[src/rtl/sram_pkg.sv]
`default_nettype none
// ============================================================================
// Module      : sram_pkg
// Description : Shared types and constants for the asynchronous SRAM
//               controller: FSM state encoding and wait-counter width.
// Revision    : 1.0 - initial release
// ============================================================================
package sram_pkg;

  // Width of the per-access strobe down-counter (WAIT_STATES up to 15).
  localparam int CNT_W = 4;

  typedef enum logic [1:0] {
    ST_IDLE   = 2'd0,
    ST_ACCESS = 2'd1,
    ST_ACK    = 2'd2
  } sram_state_e;

endpackage : sram_pkg
`default_nettype wire

[src/rtl/sram_controller.sv]
`default_nettype none
// ============================================================================
// Module      : sram_controller
// Description : Single-port bus master to asynchronous 16-bit SRAM bridge.
//               Each request is latched in IDLE, the SRAM is strobed for
//               WAIT_STATES cycles (ACCESS), then a one-cycle ACK follows.
//               All SRAM-side outputs and m_ack come straight from flops.
// Ports       :
//   clk, reset                 clock; asynchronous active-high reset
//   m_addr[19:1]               word address from master
//   m_data_out / m_data_in     write data from / read data to master
//   m_access, m_wr_en          request (held until ack), write select
//   m_bytesel[1:0]             byte enables (bit1 upper, bit0 lower)
//   m_ack                      single-cycle completion pulse
//   sram_addr, sram_dq_*       SRAM address and split data bus + enable
//   sram_ce/oe/we/ub/lb_n      active-low SRAM strobes
// Revision    : 1.0 - initial release
// ============================================================================
module sram_controller
  import sram_pkg::*;
#(
  parameter int WAIT_STATES = 2
) (
  input  logic        clk,
  input  logic        reset,
  input  logic [19:1] m_addr,
  input  logic [15:0] m_data_out,
  output logic [15:0] m_data_in,
  input  logic        m_access,
  input  logic        m_wr_en,
  input  logic [1:0]  m_bytesel,
  output logic        m_ack,
  output logic [18:0] sram_addr,
  input  logic [15:0] sram_dq_in,
  output logic [15:0] sram_dq_out,
  output logic        sram_dq_oe,
  output logic        sram_ce_n,
  output logic        sram_oe_n,
  output logic        sram_we_n,
  output logic        sram_ub_n,
  output logic        sram_lb_n
);

  // Counter is loaded with WAIT_STATES-1 so ACCESS lasts WAIT_STATES cycles.
  localparam logic [CNT_W-1:0] c_CNT_LOAD = CNT_W'(WAIT_STATES - 1);

  sram_state_e      r_state;
  logic [CNT_W-1:0] r_cnt;
  logic             r_wr;
  logic [15:0]      r_rdata;
  logic             r_ack;
  logic [18:0]      r_addr;
  logic [15:0]      r_dq_out;
  logic             r_dq_oe;
  logic             r_ce_n;
  logic             r_oe_n;
  logic             r_we_n;
  logic             r_ub_n;
  logic             r_lb_n;

  always_ff @(posedge clk or posedge reset) begin
    if (reset) begin
      r_state  <= ST_IDLE;
      r_cnt    <= '0;
      r_wr     <= 1'b0;
      r_rdata  <= '0;
      r_ack    <= 1'b0;
      r_addr   <= '0;
      r_dq_out <= '0;
      r_dq_oe  <= 1'b0;
      r_ce_n   <= 1'b1;
      r_oe_n   <= 1'b1;
      r_we_n   <= 1'b1;
      r_ub_n   <= 1'b1;
      r_lb_n   <= 1'b1;
    end else begin
      r_ack <= 1'b0;
      case (r_state)
        ST_IDLE: begin
          if (m_access) begin
            // Latch the whole request; strobes go active on this same edge
            // so the first ACCESS cycle already presents them.
            r_state  <= ST_ACCESS;
            r_cnt    <= c_CNT_LOAD;
            r_wr     <= m_wr_en;
            r_addr   <= m_addr;
            r_dq_out <= m_data_out;
            r_dq_oe  <= m_wr_en;
            r_ce_n   <= 1'b0;
            r_oe_n   <= m_wr_en;
            r_we_n   <= ~m_wr_en;
            r_ub_n   <= ~m_bytesel[1];
            r_lb_n   <= ~m_bytesel[0];
          end
        end

        ST_ACCESS: begin
          if (r_cnt == '0) begin
            r_state <= ST_ACK;
            r_ack   <= 1'b1;
            r_oe_n  <= 1'b1;
            r_we_n  <= 1'b1;
            if (r_wr) begin
              // Keep chip enable and data driven one extra cycle so the
              // data is held after the rising edge of we_n.
              r_ce_n <= 1'b0;
            end else begin
              r_rdata <= sram_dq_in;
              r_ce_n  <= 1'b1;
              r_ub_n  <= 1'b1;
              r_lb_n  <= 1'b1;
            end
          end else begin
            r_cnt <= r_cnt - 1'b1;
          end
        end

        ST_ACK: begin
          r_state <= ST_IDLE;
          r_ce_n  <= 1'b1;
          r_ub_n  <= 1'b1;
          r_lb_n  <= 1'b1;
          r_dq_oe <= 1'b0;
        end

        default: begin
          r_state <= ST_IDLE;
        end
      endcase
    end
  end

  assign m_data_in   = r_rdata;
  assign m_ack       = r_ack;
  assign sram_addr   = r_addr;
  assign sram_dq_out = r_dq_out;
  assign sram_dq_oe  = r_dq_oe;
  assign sram_ce_n   = r_ce_n;
  assign sram_oe_n   = r_oe_n;
  assign sram_we_n   = r_we_n;
  assign sram_ub_n   = r_ub_n;
  assign sram_lb_n   = r_lb_n;

endmodule : sram_controller
`default_nettype wire

[config.mk]
export PLATFORM = sky130hd
export DESIGN_NAME = sram_controller
export DESIGN_NICKNAME = d
export VERILOG_FILES = /design/src/rtl/sram_pkg.sv /design/src/rtl/sram_controller.sv
export SDC_FILE = /design/constraint.sdc
export NUM_CORES = 1
export LEC_CHECK = 0
export CORE_UTILIZATION = 46
export DETAILED_ROUTE_END_ITERATION = 8
export GPL_ROUTABILITY_DRIVEN = 1
export GPL_TIMING_DRIVEN = 0
export PLACE_DENSITY = 0.85
export SLEW_MARGIN = 20
export SYNTH_ARGS = -nofsm -noshare
export SYNTH_HDL_FRONTEND = slang
export SYNTH_SLANG_ARGS = --single-unit
[constraint.sdc]
create_clock -name clk -period 4.7 [get_ports clk]
set_clock_uncertainty 0.15 [all_clocks]
set_input_delay 0.47 -clock clk [delete_from_list [all_inputs] [get_ports clk]]
set_output_delay 0.47 -clock clk [all_outputs]
set_load 0.03 [all_outputs]
* Word-level counts from Yosys, hierarchy flattened
Index checks and enable logic that the tools add are counted.
W data, S select, Z words.
** Storage, ports and cells
- Flip-flop bits (word level) :: 65
** Cells by class
- Multiplexer cells :: 24
- Bitwise operators :: 4
- Equal/unequal tests :: 6
- $add $sub $neg :: 1
- Reduce and logical (&&, ||, !) cells :: 13
** Operators with widths (number)
- $mux W1 :: 12
- $reduce_and A3 Y1 :: 4
- $pmux W1 S3 :: 3
- $mux W4 :: 2
- $ne A2 B2 Y1 const B :: 4
- $pmux W4 S2 :: 1
- $pmux W1 S2 :: 3
- $reduce_and A2 Y1 :: 3
- $logic_not A4 Y1 :: 1
- $mux W2 :: 2
- $not A1 Y1 :: 4
- $pmux W2 S2 :: 1
- $reduce_and A4 Y1 :: 1
- $reduce_bool A2 Y1 :: 2
- $sub A4 B1 Y4 const B :: 1
- $reduce_bool A3 Y1 :: 1
- $eq A2 B1 Y1 const B :: 1
- $eq A2 B2 Y1 const B :: 1
- $logic_not A2 Y1 :: 1

* Depth between registers and ports, before layout
Gate-level depths: netlist of run 1.
- Depth after elaboration :: 3
- Depth in mapped cells :: 7
- Gate-level depth less buffers :: 6

* Worst setup path before layout of run 1
OpenSTA, ideal clock, no wires.
- Kind :: flip-flop to flip-flop
- Start :: register r_cnt[0]
- End :: register r_lb_n (netlist: sram_lb_n)
- Arrival :: 1.675 ns
- Cell stages (with the launch flop) :: 7
- Path slack :: 2.792 ns
- Buffers on the path :: 0
- Data required time :: 4.468 ns
- Setup time :: 0.082 ns
- Cell sequence :: dfrtp_1 inv_1 ha_1 nor3b_4 o21ai_2 a211oi_2 mux2_2
** Between the ends
- Word-level cells in the longest chain between the ends :: 3
** Ends and longest elaborated chain
- from (decl) :: RTL line sram_controller.sv:48 : logic [CNT_W-1:0] r_cnt;
- from (signal assigned) :: RTL line sram_controller.sv:84 : r_cnt <= c_CNT_LOAD;
- from (signal assigned) :: RTL line sram_controller.sv:114 : r_cnt <= r_cnt - 1'b1;
- $logic_not A4 Y1 :: RTL line sram_controller.sv:98 : if (r_cnt == '0) begin
- $ne A2 B2 Y1 (no source line)
- $reduce_and A4 Y1 (no source line)
- to (signal assigned) :: RTL line sram_controller.sv:93 : r_lb_n <= ~m_bytesel[0];
- to (decl) :: RTL line sram_controller.sv:59 : logic r_lb_n;
No other way between the ends.
A chain may end at the register's enable or synchronous reset.

* Worst setup path in the final report of run 1
- Start :: register r_oe_n (netlist: sram_oe_n)
- End :: output sram_oe_n
** RTL lines
- from (decl) :: RTL line sram_controller.sv:56 : logic r_oe_n;
- from (signal assigned) :: RTL line sram_controller.sv:90 : r_oe_n <= m_wr_en;
- to (decl) :: RTL line sram_controller.sv:38 : output logic sram_oe_n,
No word-level cell between the ends.

==> results of run 1 <==
-- Yosys cell counts (all sizes together), types with 3 or more instances --
library cell	instances	area (um^2)
ha	7	87.58
inv	9	33.78
dfstp	5	131.4
dfrtp	60	1501
nor2	7	26.28
mux2	54	645.6
o21ai	10	53.80
buf	6	48.79
nand2	6	30.03
nand2b	4	25.02
a21oi	7	35.03
nor3	3	15.01
-- metal layers --
metal	global-route usage	vias up	part of all wire
li1	-	929	-
met1	0.2438	953	0.41
met2	0.3359	86	0.49
met3	0.06057	8	0.083
met4	0.09818	0	0.014
met5	0	-	0
-- logic make-up (layout without fill, tap and decap cells) --
kind of cell               count (synthesis)  count (layout)  synth area share
and+or+nand+nor                           29              29           0.05965
adders and majority gates                  7               7           0.03163
buffers and inverters                     15             143           0.02982
muxes                                     54              54            0.2332
AOI/OAI and AO/OA                         25              25           0.05603
DFF                                       65              65            0.5897
-- worst paths after layout --
| kind | startpoint | slack (ns) | endpoint | depth (start not counted) |
|---|---|---|---|---|
| worst max-delay path | sram_oe_n | 2.54 | sram_oe_n | 1 |
| worst min-delay path | m_access | 0.30 | r_cnt[1] | 3 |
| worst max register to register | r_state[1] | 2.56 | m_data_in[8] | 7 |
| worst min register to register | sram_addr[0] | 0.36 | sram_addr[0] | 1 |
| max in group asynchronous | reset | 3.56 | sram_addr[0] | 3 |
| min in group asynchronous | reset | 0.33 | m_data_in[10] | 2 |
-- final cells by class --
type	instances	share of cell area
clock inverter	4	0.01074
buffer	6	0.01163
timing repair buffer	114	0.2744
sequential	65	0.3892
inverter	9	0.008649
multi-input combinational	115	0.2511
tap	72	0.02147
clock buffer	10	0.03281
-- power groups by stage --
stage,combinational (mW),sequential (mW),clock (mW)
final,1.75,0.998,0.448
after detailed placement,1.76,1.01,0
after global placement,1.72,0.990,0
after global routing,1.85,1.03,0.483
after CTS,1.76,1.00,0.459
after floorplan,0.584,1.49,0
-- state kept, by name, summed over array words and instances (netlist names) --
register and cells:
r_cnt 4, r_state 2, sram_dq_oe 1, m_data_in 16, sram_ce_n 1, sram_we_n 1
m_ack 1, r_wr 1, sram_dq_out 16, sram_oe_n 1, sram_addr 19, sram_lb_n 1
sram_ub_n 1
-- stage by stage --
| step | worst slack, ns | hold WS (ns) | area (um^2) | utilization |
|---|---|---|---|---|
| finish | 2.537 | 0.3032 | 4195 | 0.7436 |
| global placement | 1.340 | 0.3336 | 3990 | 0.7073 |
| detailed placement | 2.544 | 0.3428 | 4013 | 0.7112 |
| floorplan | 2.462 | 0.3421 | 2769 | - |
| global route | 2.367 | 0.3136 | 4195 | 0.7436 |
| CTS | 2.526 | 0.2942 | 4195 | 0.7436 |
==> run summary, run 1 <==
outcome = complete, no violations
delay contributed by the slowest stage of the critical path = 0.67 ns
Core Region = 0.005642 mm^2
Total Nets Final = 384
clk sinks = 65
slew of the pin with the lowest slew margin = 0.4743 ns
share of flip-flops with an asynchronous set or reset after synthesis = 1.000
clock root cell = clkbuf_8
number of enable-type register cells in the synthesized netlist = 0
area of combinational cells with multiple inputs = 0.001054 mm^2
top library cells by usage in the layout, fill and taps aside = clkdlybuf4s50_1, dfrtp_1, mux2_2
sequential fraction of the synthesis area = 0.5897
number of buffers inserted to repair setup after CTS = 0
data arrival time of the worst path = 1.54 ns
Register Area = 0.001633 mm^2
number of global-route vias before repair = 2117
initial core utilization = 0.4908
Placed Instances = 381
maximum number of pins on one net before global-route repair = 42
RSZ-0062 raised after global routing = false
Final period util = 0.4603
detailed-route DRC error count = 0
max frequency = 462.2 MHz
CTS Hold Buffers Added = 0
type of element capturing the critical path = output port
post-layout power = 3.191 mW
Row Count = 27
kind of cell with the highest combined delay on the critical path = buffers and inverters
post-synthesis cell count = 195
post-synthesis net count = 259
Area growth syn-to-layout = 51.51%
die height = 79.59 um
required time at the worst-slack endpoint = 4.08 ns
class of the worst hold path = in -> reg
fillcell total = 365
proportion of power drawn by the clock network = 0.140
Relative slew margins = 0.6835
clock period minus worst slack = 2.163 ns
clock-pin slew on the worst setup and hold paths = 0.07 ns
sum of negative setup slack = 0 ns
FF+latch count, synth = 65
critical path start-end classification = reg -> out
number of top-level pins = 115
remaining global-route overflow = 0
count of synthesis-stage warnings from yosys = 0
CTS buffer count = 9
total half-perimeter wirelength after legalization and detailed placement = 4.422 mm
clock latency at the later pin of the worst-skew pair = 0.33 ns
count of inserted antenna diode cells = 0
Slowest cell on crit path = clkdlybuf4s50_1
number of max-slew violations in the final report = 0
Mean Syn Cell Area = 14.20 um^2
GP Congestion = 0.7804
count of input and output buffers = 113
setup violation total in the final timing report = 0
via total after detailed routing = 1976
crit path launch type = flop
antenna violations before repair = 0
Static Leak = 1.814 nW
TritonCTS clock tree = built
number of iterations in the first detailed-routing pass = 4
cells resized by post-CTS repair = 0
most common cell after layout, fill and taps aside = clkdlybuf4s50_1
internal power = 1.930 mW
antenna viol nets, final = 0
drt initial violations = 97
layout cell share with drive strength beyond 1 = 0.2724
ordered list of cells on the worst path = clkdlybuf4s50_1
proportion of total power due to net switching = 0.3952
Die ar. = 0.006334 mm^2
part of the power in registers = 0.313
post-synthesis cell type count = 30
H-tree depth = 3
net switching component of the power = 1.261 mW
DRT Wirelength = 5.973 mm
Cell Pwr Density = 760.7 mW/mm^2
x dimension of the die = 79.59 um
Mapped Area = 0.002769 mm^2
Max FO, Critical Path = 3
crit path buf inv count = 1
fin cells = 395
post-DR vias/cell = 5.003
average wire per standard cell = 15.12 um
ys flop type = dfrtp_1
count of final hold-check violations = 0
global-route wire length before repair = 9.660 mm
relative contribution of combinational cells to total power = 0.547
number of maximum-capacitance violations = 0
maximum ir drop on the vdd rail = 434.9 uV
overall routing resource usage = 0.2042
worst-case clock buffer depth = 2
Note: power is estimated with default switching activity, not from simulation.
==> run 2: changes to the inputs <==
Settings changed: CORE_UTILIZATION 46 to 43, PLACE_DENSITY 0.85 to 0.8.
Clock period 4.7 ns to 2.1 ns, I/O delays scaled along.
==> run summary, run 2 (synthesis results as in run 1) <==
fin cells = 403 (was 395)
maximum ir drop on the vdd rail = 1067 uV (was 434.9 uV)
flip-flop count of the largest register after layout = 19 (unchanged)
RSZ-0062 raised after global routing = false (unchanged)
global-route wire length before repair = 9.142 mm (was 9.660 mm)
kind of cell with the highest combined delay on the critical path = buffers and inverters (unchanged)
average wire per standard cell = 15.03 um (was 15.12 um)
type of element capturing the critical path = flop (was output port)
clk sinks = 65 (unchanged)
initial core utilization = 0.4569 (was 0.4908)
top library cells by usage in the layout, fill and taps aside = clkdlybuf4s50_1, dfrtp_1, mux2_2 (unchanged)
count of inserted antenna diode cells = 0 (unchanged)
antenna violations before repair = 0 (unchanged)
number of top-level pins = 115 (unchanged)
post-layout power = 7.346 mW (was 3.191 mW)
total half-perimeter wirelength after legalization and detailed placement = 4.498 mm (was 4.422 mm)
slew of the pin with the lowest slew margin = 0.3993 ns (was 0.4743 ns)
number of iterations in the first detailed-routing pass = 4 (unchanged)
number of global-route vias before repair = 2025 (was 2117)
post-DR vias/cell = 4.948 (was 5.003)
GP Congestion = 0.8056 (was 0.7804)
ordered list of cells on the worst path = inv_1, ha_1, buf_6, nand2_2, buf_2, mux2_2 (was clkdlybuf4s50_1)
number of maximum-capacitance violations = 0 (unchanged)
Placed Instances = 384 (was 381)
required time at the worst-slack endpoint = 2.16 ns (was 4.08 ns)
critical path start-end classification = reg -> reg (was reg -> out)
count of input and output buffers = 113 (unchanged)
clock period minus worst slack = 1.953 ns
R2R Setup Slk = 0.15 ns (was 2.56 ns)
detailed-route DRC error count = 0 (unchanged)
Row Count = 28 (was 27)
Final WS setup = 0.1474 ns (was 2.537 ns)
TritonCTS clock tree = built (unchanged)
Final period util = 0.9298
count of final hold-check violations = 0 (unchanged)
overall routing resource usage = 0.1842 (was 0.2042)
maximum number of pins on one net before global-route repair = 36 (was 42)
CTS buffer count = 9 (unchanged)
pre-CTS setup slack = -0.05080 ns (was 2.544 ns)
x dimension of the die = 82.25 um (was 79.59 um)
Static Leak = 1.844 nW (was 1.814 nW)
die height = 82.25 um (was 79.59 um)
clock latency at the later pin of the worst-skew pair = 0.32 ns (was 0.33 ns)
remaining global-route overflow = 0 (unchanged)
outcome = complete, no violations (unchanged)
crit path buf inv count = 3 (was 1)
Total Nets Final = 387 (was 384)
Area growth syn-to-layout = 54.09% (was 51.51%)
Die ar. = 0.006764 mm^2 (was 0.006334 mm^2)
data arrival time of the worst path = 2.01 ns (was 1.54 ns)
fillcell total = 425 (was 365)
drt initial violations = 71 (was 97)
Slowest cell on crit path = dfrtp_1 (was clkdlybuf4s50_1)
clock-pin slew on the worst setup and hold paths = 0.07 ns (about the same)
Max FO, Critical Path = 10 (was 3)
antenna viol nets, final = 0 (unchanged)
layout cell share with drive strength beyond 1 = 0.2896 (was 0.2724)
Core Region = 0.006061 mm^2 (was 0.005642 mm^2)
setup violation total in the final timing report = 0 (unchanged)
most common cell after layout, fill and taps aside = clkdlybuf4s50_1 (unchanged)
Cell Pwr Density = 1722 mW/mm^2 (was 760.7 mW/mm^2)
class of the worst hold path = in -> reg (unchanged)
via total after detailed routing = 1994 (was 1976)
Hold Slack = 0.03476 ns (was 0.3032 ns)
H-tree depth = 3 (unchanged)
Relative slew margins = 0.7333 (was 0.6835)
number of max-slew violations in the final report = 0 (unchanged)
clock root cell = clkbuf_8 (unchanged)
DRT Wirelength = 6.056 mm (was 5.973 mm)
worst-case clock buffer depth = 2 (unchanged)
delay contributed by the slowest stage of the critical path = 0.40 ns (was 0.67 ns)
crit path launch type = flop (unchanged)
max frequency = 512.1 MHz
==> run 2: cell types whose count changed in the layout (fill, tap and decap cells not counted), sizes merged <==
cell    delta
buf        +3
bufinv     +1
clkbuf     +1
==> run 2: timing repair <==
item / 4_1_cts / 5_1_grt
setup buffers: 3 / 0
pin swaps: 0 / 0
setup endpoints to repair: 30 / 10
gates resized for setup: 1 / 2
hold buffers: 0 / 0
==> run 2: worst min-delay path, stage by stage <==
cell and delay (ns):
buf_6 0.11, nand3_1 0.07, nand3_1 0.08
==> run 2: routing by layer <==
layer  GRT usage  routed length, um  up-vias  share of wire
met5           0                  0        -              0
met4     0.06842                 71        0          0.012
met3     0.07363                551        8          0.091
met2      0.3124               2927       79           0.48
met1      0.2083               2505      974           0.41
li1            -                  -      933              -
==> run 2: worst paths after layout <==
kind	endpoint	start	cells past startpoint
setup / recovery	sram_dq_out[8]	r_state[0]	6
hold / removal	r_cnt[1]	m_access	3
setup reg to reg	sram_dq_out[8]	r_state[0]	6
hold reg to reg	sram_dq_out[5]	sram_dq_out[5]	1
max in group asynchronous	sram_addr[14]	reset	3
min in group asynchronous	m_data_in[0]	reset	2
==> run 2: through the flow <==
stage	TNS, ns	area [um^2]	util
floorplan	0	2769	-
global placement	-63.48	3994	0.6590
detailed placement	-0.6561	4016	0.6627
CTS	0	4262	0.7031
global route	0	4267	0.7040
finish	0	4267	0.7040
==> run 2: final cells by class <==
class                           count  area (um^2)  share of cell area
Inverter                            9        36.28            0.008504
Sequential cell                    65         1633              0.3827
Buffer                              6        48.80             0.01144
Clock inverter                      5        78.83             0.01848
Tap cell                           75        93.84             0.02199
Multi-Input combinational cell    115         1061              0.2487
Clock buffer                       11        141.4             0.03314
Timing Repair Buffer              117         1174              0.2751
==> run 2: report_power, final <==
part / switching, mW / internal (mW) / total (mW)
Sequential: 0.338 / 1.89 / 2.23
Combinational: 2.06 / 1.90 / 3.96
Clock: 0.457 / 0.699 / 1.16
